--- config.mk ---
export PLATFORM = sky130hd
export DESIGN_NAME = tdm_slot_scheduler
export DESIGN_NICKNAME = d
export VERILOG_FILES = /design/src/rtl/tdm_slot_scheduler_pkg.sv /design/src/rtl/tdm_slot_scheduler_wrap_counter.sv /design/src/rtl/tdm_slot_scheduler.sv
export SDC_FILE = /design/constraint.sdc
export NUM_CORES = 1
export LEC_CHECK = 0
export ABC_AREA = 0
export BUFFER_PORTS_ARGS = -buffer_cell sky130_fd_sc_hd__buf_2
export CAP_MARGIN = 5
export CORE_MARGIN = 4
export CORE_UTILIZATION = 45
export CTS_CLUSTER_DIAMETER = 50
export DETAILED_ROUTE_END_ITERATION = 7
export HOLD_SLACK_MARGIN = 0.1
export PLACE_DENSITY = 0.7
export SLEW_MARGIN = 25
export SYNTH_ARGS = -nofsm -noshare
export SYNTH_HDL_FRONTEND = slang
export SYNTH_SLANG_ARGS = --single-unit
--- constraint.sdc ---
create_clock -name clock -period 2.7 [get_ports clock]
set_clock_uncertainty 0.15 [all_clocks]
set_input_delay 0.54 -clock clock [delete_from_list [all_inputs] [get_ports clock]]
set_output_delay 0.54 -clock clock [all_outputs]
set_load 0.005 [all_outputs]
--- src/rtl/tdm_slot_scheduler_pkg.sv ---
// Shared state encoding and helpers for the TDM slot scheduler.
package tdm_slot_scheduler_pkg;

  localparam logic [1:0] ST_DISABLED = 2'd0;
  localparam logic [1:0] ST_SCAN     = 2'd1;
  localparam logic [1:0] ST_GRANT    = 2'd2;

  localparam int MAX_REQUESTERS = 64;

  // Callers truncate the result to their own requester count.
  function automatic logic [MAX_REQUESTERS-1:0] onehot_from_index(input int unsigned idx);
    return MAX_REQUESTERS'(1) << idx;
  endfunction

endpackage

--- src/rtl/tdm_slot_scheduler_wrap_counter.sv ---
// Down counter over 0..RANGE-1 that wraps from 0 back to RANGE-1.
module wrapping_decrement_counter
  import tdm_slot_scheduler_pkg::*;
#(
  parameter int RANGE       = 4,
  parameter int RESET_VALUE = RANGE - 1,
  parameter int WIDTH       = (RANGE > 1) ? $clog2(RANGE) : 1
) (
  input  logic             clock,
  input  logic             resetn,
  input  logic             decrement,
  output logic [WIDTH-1:0] count
);

  always_ff @(posedge clock or negedge resetn) begin
    if (!resetn)
      count <= WIDTH'(RESET_VALUE);
    else if (decrement)
      count <= (count == '0) ? WIDTH'(RANGE - 1) : count - WIDTH'(1);
  end

endmodule

--- src/rtl/tdm_slot_scheduler.sv ---
// Time-division scheduler granting one shared resource slot by slot.
// Optional TDM_SLOT_SCHEDULER_LOOKAHEAD_EN: jump straight to the next requesting slot.
module tdm_slot_scheduler
  import tdm_slot_scheduler_pkg::*;
#(
  parameter int NUM_REQUESTERS      = 4,
  parameter int NUM_REQUESTERS_LOG2 = $clog2(NUM_REQUESTERS),
  parameter int SLOT_CYCLES         = 8,
  parameter int SLOT_CYCLES_LOG2    = $clog2(SLOT_CYCLES + 1)
) (
  input  logic                           clock,
  input  logic                           resetn,
  input  logic                           enable,
  input  logic [NUM_REQUESTERS-1:0]      request,
  output logic [NUM_REQUESTERS-1:0]      grant,
  output logic                           grant_valid,
  output logic [NUM_REQUESTERS_LOG2-1:0] slot_index,
  output logic [SLOT_CYCLES_LOG2-1:0]    dwell_remaining
);

  logic [1:0]                     state;
  logic                           slot_req;
  logic                           grant_exit;
  logic                           start_grant;
  logic [NUM_REQUESTERS_LOG2-1:0] grant_slot;

  assign slot_req    = request[slot_index];
  assign grant_exit  = !enable || !slot_req || (dwell_remaining == SLOT_CYCLES_LOG2'(1));
  assign grant_valid = |grant;

`ifdef TDM_SLOT_SCHEDULER_LOOKAHEAD_EN
  logic                           la_found;
  logic [NUM_REQUESTERS_LOG2-1:0] la_slot;

  function automatic logic [NUM_REQUESTERS_LOG2-1:0] wrap_back(
    input logic [NUM_REQUESTERS_LOG2-1:0] s, input int k);
    int t;
    t = int'(s) - k;
    if (t < 0) t = t + NUM_REQUESTERS;
    return NUM_REQUESTERS_LOG2'(t);
  endfunction

  // Walk from the farthest slot to the nearest so the nearest requester wins.
  always_comb begin
    la_found = 1'b0;
    la_slot  = slot_index;
    for (int k = NUM_REQUESTERS - 1; k >= 0; k--) begin
      if (request[wrap_back(slot_index, k)]) begin
        la_found = 1'b1;
        la_slot  = wrap_back(slot_index, k);
      end
    end
  end

  assign start_grant = (state == ST_SCAN) && enable && la_found;
  assign grant_slot  = la_slot;

  always_ff @(posedge clock or negedge resetn) begin
    if (!resetn)
      slot_index <= NUM_REQUESTERS_LOG2'(NUM_REQUESTERS - 1);
    else if (start_grant)
      slot_index <= la_slot;
    else if ((state == ST_GRANT) && grant_exit)
      slot_index <= (slot_index == '0) ? NUM_REQUESTERS_LOG2'(NUM_REQUESTERS - 1)
                                       : slot_index - NUM_REQUESTERS_LOG2'(1);
  end
`else
  logic slot_dec;

  assign start_grant = (state == ST_SCAN) && enable && slot_req;
  assign grant_slot  = slot_index;
  // Idle scan steps every cycle; a finished grant always moves on to the next slot.
  assign slot_dec    = ((state == ST_SCAN) && enable && !slot_req) ||
                       ((state == ST_GRANT) && grant_exit);

  wrapping_decrement_counter #(
    .RANGE       (NUM_REQUESTERS),
    .RESET_VALUE (NUM_REQUESTERS - 1),
    .WIDTH       (NUM_REQUESTERS_LOG2)
  ) u_slot_ptr (
    .clock     (clock),
    .resetn    (resetn),
    .decrement (slot_dec),
    .count     (slot_index)
  );
`endif

  always_ff @(posedge clock or negedge resetn) begin
    if (!resetn) begin
      state           <= ST_DISABLED;
      grant           <= '0;
      dwell_remaining <= '0;
    end else begin
      case (state)
        ST_DISABLED: if (enable) state <= ST_SCAN;
        ST_SCAN: begin
          if (!enable)
            state <= ST_DISABLED;
          else if (start_grant) begin
            state           <= ST_GRANT;
            grant           <= NUM_REQUESTERS'(onehot_from_index(int'(grant_slot)));
            dwell_remaining <= SLOT_CYCLES_LOG2'(SLOT_CYCLES);
          end
        end
        ST_GRANT: begin
          if (grant_exit) begin
            state           <= enable ? ST_SCAN : ST_DISABLED;
            grant           <= '0;
            dwell_remaining <= '0;
          end else
            dwell_remaining <= dwell_remaining - SLOT_CYCLES_LOG2'(1);
        end
        default: begin
          state           <= ST_DISABLED;
          grant           <= '0;
          dwell_remaining <= '0;
        end
      endcase
    end
  end

endmodule

# Word level (Yosys, flattened, before mapping)
# Cells that the tools add are included.
[classes] addsub=2 n_lt_le_gt_ge=1 eq_ne=8 n_shift=1 muxes=17 bitwise_logic=1 n_reduce_logical=15
[op_table] operator="two-way mux 4 bit" n=6
[op_table] operator="case mux 4 bit (3 select lines)" n=2
[op_table] operator="two-way mux 2 bit" n=5
[op_table] operator="!= test 2 bit (second input constant)" n=4
[op_table] operator="case mux 2 bit (3 select lines)" n=1
[op_table] operator="AND reduction 3 bit" n=2
[op_table] operator="equality test 4 x 1 -> 1 bit (second input constant)" n=1
[op_table] operator="logical AND 1 bit" n=4
[op_table] operator="logical NOT 2 bit" n=2
[op_table] operator="AND reduction 4 bit" n=1
[op_table] operator="OR reduction 4 bit" n=1
[op_table] operator="left shift 1 x 2 -> 4 bit (first input constant)" n=1
[op_table] operator="subtractor 4 x 1 -> 4 bit (second input constant)" n=1
[op_table] operator="logical OR 1 bit" n=3
[op_table] operator="less-than comparator 2 x 3 -> 1 bit (second input constant)" n=1
[op_table] operator="!= test 3 bit (second input constant)" n=1
[op_table] operator="binary-select mux 1 bit (select 2 bit)" n=1
[op_table] operator="equality test 2 x 1 -> 1 bit (second input constant)" n=1
[op_table] operator="equality test 2 bit (second input constant)" n=1
[op_table] operator="logical NOT 1 bit" n=2
[op_table] operator="two-way mux 1 bit" n=2
[op_table] operator="subtractor 2 x 1 -> 2 bit (second input constant)" n=1
[op_table] operator="inverter 1 bit" n=1
[word_totals] reg_bits=12 in_bits=7 output_inout_bits=11 word_cells=49

# Logic depth before layout (Yosys ltp)
[logic_depth] ltp_word=7 mapped_depth=7

# Cells and area by module
# Synthesis repeated with hierarchy kept, for this count alone.
[hier_totals] hier_cells=81 hier_area_um2=773.2
[modules_own_cells] mod="tdm_slot_scheduler" n_inst=1 cells_each=71 area_per_inst_um2=676.9 seq_area_each_um2=250.2
[modules_own_cells] mod="wrapping_decrement_counter" n_inst=1 cells_each=10 area_per_inst_um2=96.3 seq_area_each_um2=52.6

# Worst setup path before layout
# Ideal clock, no wire load.
[synth_path] kind="reg2reg" startpoint="register u_slot_ptr.count[0]" endpoint="register grant[0]" arrival_time_ns=1.828 slack_ns=0.601 path_stages_with_launch=5 period_less_slack_ns=2.099 path_cell_list="dfstp_2 mux4_2 and4_4 or2_1 a22o_1"
[synth_via] elab_chain_cells=7 elab_cells_between_ends=13 classes_between="eq/ne: 2; shift: 1; mux: 5; reduce/logical: 5"
[synth_rtl] element="from (decl)" line="tdm_slot_scheduler_wrap_counter.sv:12" rtl="output logic [WIDTH-1:0] count"
[synth_rtl] element="from (signal assigned)" line="tdm_slot_scheduler_wrap_counter.sv:17" rtl="count <= WIDTH'(RESET_VALUE);"
[synth_rtl] element="from (signal assigned)" line="tdm_slot_scheduler_wrap_counter.sv:19" rtl="count <= (count == '0) ? WIDTH'(RANGE - 1) : count - WIDTH'(1);"
[synth_rtl] element="binary-select mux 1 bit (select 2 bit)" line="tdm_slot_scheduler.sv:27" rtl="assign slot_req = request[slot_index];"
[synth_rtl] element="two-way mux 1 bit (implied by the code)" line="tdm_slot_scheduler.sv:27"
[synth_rtl] element="logical NOT 1 bit" line="tdm_slot_scheduler.sv:28" rtl="assign grant_exit = !enable || !slot_req || (dwell_remaining == SLOT_CYCLES_LOG2'(1));"
[synth_rtl] element="logical OR 1 bit (2 in series)" line="tdm_slot_scheduler.sv:28"
[synth_rtl] element="!= test 2 bit (no source line)"
[synth_rtl] element="AND reduction 4 bit (no source line)"
[synth_rtl] element="to (signal assigned)" line="tdm_slot_scheduler.sv:101" rtl="grant <= NUM_REQUESTERS'(onehot_from_index(int'(grant_slot)));"
[synth_rtl] element="to (decl)" line="tdm_slot_scheduler.sv:15" rtl="output logic [NUM_REQUESTERS-1:0] grant,"
# Parallel ways exist; a longest one is shown, timed or not. The select of a mux whose other input is x is not followed.
# A chain may end at the register's enable or synchronous reset.

# Final worst setup path
[layout_path] startpoint="register u_slot_ptr.count[0]" endpoint="register grant[2]"
# Same word-level chain as after synthesis.

==> metrics <==
critical path arrival=2.21 ns; mean routed wirelength per cell=13.9 µm; R2R Path Start=u_slot_ptr.count[0]$_DFFE_PN1P_; final-report hold violation count=0; clk slew on worst S/H paths=0.08 ns; reg2reg setup slack=between 0.5 and 0.6 ns; Worst Max-Slew Pin Slew=0.398 ns; # IOs=18; DPL Wire Length=roughly 1400 µm; unrepaired setup endpoints after global routing=no; status=complete, no violations; synth warn=0; CTS Hold Bufs=1; first-pass GRT wire length=3330 µm; Async SR Flop Fraction=1.00; Hold Path Class=reg -> reg; ratio of cells with drive above 1 in the final layout=0.259; register area share after synthesis=0.342; fin crit share=0.810; final number of max-transition violations=0; CTS tree=done; Net Count, Synth=108; number of global-route vias before repair=721; pin count of the biggest net entering global routing=13; Die ar.=2740 µm²; top post-synthesis cells by area=dfrtp_1, ha_1, dfstp_2; Worst setup SP type=flip-flop; clk_lat worst skew=between 0.2 and 0.3 ns; port bufs=17; largest area contributor in the netlist=dfrtp_1; vias=739; Max Freq=0.457 GHz; hold_sp=grant[0]$_DFFE_PN0P_; nets@finish=130; TNS Setup=0 ns; router iterations before antenna repair=4; final WL=1910 µm; flip-flop and latch count after synthesis=12; Min Hold Slack=0.413 ns; GR Overflow Total=0; setup repair bufs after CTS=0; H-tree depth=1; Peak VDD IR=0.000557 V; Max stage delay cell, worst path=dfstp_2; Yosys top cell area share=0.283; GPL Wtd Cong=0.706; Antenna Violating Nets Remaining=0; Place WS=about 0.52 ns; final critical-path required period=2.19 ns; Final setup viols=0; Die Ht=52.3 µm; Setup CP Type=reg -> reg; total clock buffers created by CTS=3; WP data required=2.73 ns; core area=1800 µm²; CP peak stage delay=just over 0.6 ns; worst path cell trace=mux4_2 > and4_4 > or2_1 > a22o_1; Pwr per Cell Area=1050 nW/µm²; die width=52.3 µm; ANT cells=0; synth unique cells=36; Synth Instances=91; Leak=0.520 nW; Netlist Area Pre-Place=a little under 900 µm²; Clock Sinks=12; Final Util=0.581; CTS resizes=0; crit path max fanout=7; Power, Total=1.10 mW; Post-Syn Area per Cell=9.72 µm²; Slew HR=0.733; DRT iter0 DRCs=11; initial antenna violation count=0; Top delay family on crit path=flip-flops; Layout Area Growth over Synthesis=18.4%; gr usage total=0.166; Initial Util=0.491; Vias/cell=5.39; Clock Tree Buf Depth=2; Site Rows=15; Final WS setup=between 0.5 and 0.6 ns; Worst Setup End Kind=flip-flop; crit path launch=u_slot_ptr.count[0]$_DFFE_PN1P_; Post-synth EDFFs=0; Max Cap Violations=0; Bufs and invs on worst path=0; main flop type after synthesis=dfrtp_1; drt drc=0; Root Buffer=clkbuf_4
## cell usage after synthesis, types with 2 or more instances
cell type and count:
a32oi_1 2, nand2b_1 2, ha_1 10, o2bb2ai_1 4, nor3b_1 2, mux2_2 2, a21oi_1 3, o21ai_1 3
nand2_1 7, nor2_1 4, dfstp_2 2, dfrtp_1 10, inv_1 10, clkbuf_1 2, mux2i_1 2, a22o_1 5
a211oi_1 2
## metal layers
metal  part of all wire  vias up  global-route usage  routed length (µm)
li1                   -      376                   -                   -
met4              0.016        0              0.0766                  31
met3              0.047        4              0.0313                  89
met2               0.43       22               0.238                 815
met1               0.51      337               0.237                 970
met5                  0        -                   0                   0
## state kept, by name, indices dropped and copies added (netlist names)
signal / count
state: 2
grant: 4
dwell_remaining: 4
u_slot_ptr.count: 2
## where the power goes
group	internal [mW]	switching [mW]
logic	0.291	0.319
clock network	0.0821	0.0707
registers	0.255	0.0864
total	0.627	0.476
## final timing paths
kind,end,cells past startpoint
setup / recovery,grant[2]$_DFFE_PN0P_,4
hold / removal,grant[0]$_DFFE_PN0P_,1
setup reg to reg,grant[2]$_DFFE_PN0P_,4
hold reg to reg,grant[0]$_DFFE_PN0P_,1
max in group asynchronous,u_slot_ptr.count[0]$_DFFE_PN1P_,2
min in group asynchronous,state[1]$_DFFE_PN0P_,2
## placed cells by master (no fill, tap or decap), types with 2 or more instances in the layout
| cell type | instances |
|---|---|
| mux2_2 | 2 |
| nand2_1 | 7 |
| nor3b_1 | 2 |
| o2bb2ai_1 | 4 |
| clkbuf_4 | 3 |
| a32oi_1 | 2 |
| dfstp_2 | 2 |
| buf_2 | 17 |
| ha_1 | 10 |
| nand2b_1 | 2 |
| a21oi_1 | 3 |
| inv_1 | 10 |
| dfrtp_1 | 10 |
| a22o_1 | 5 |
| o21ai_1 | 3 |
| a211oi_1 | 2 |
| mux2i_1 | 2 |
| nor2_1 | 4 |
## through the flow
stage / instances / cell area (µm²)
final: 137 / 1050
after global routing: 137 / 1050
after CTS: 137 / 1050
after detailed placement: 132 / 1000
after global placement: 132 / 1000
after floorplan: 91 / 885
## logic make-up (layout without fill, tap and decap cells)
family | count (synthesis) | after routing | synth area share
flops | 12 | 12 | 0.342
fa+ha+maj | 10 | 10 | 0.141
mux | 5 | 5 | 0.0735
simple gates | 25 | 25 | 0.163
buf+inv | 12 | 33 | 0.0509
compound gates | 27 | 27 | 0.229
## worst register-to-register path: stages (launching register included)
cell	delay (ns)
dfstp_2	0.61
mux4_2	0.59
and4_4	0.24
or2_1	0.25
a22o_1	0.24
## layout make-up
type | instances | area [µm²]
tap | 25 | 31.3
inverter | 10 | 37.5
timing repair buffer | 19 | 103
sequential | 12 | 303
clock buffer | 4 | 36.3
multi-input combinational | 67 | 537
fill | 168 | 754
Note: power is estimated with default switching activity, not from simulation.
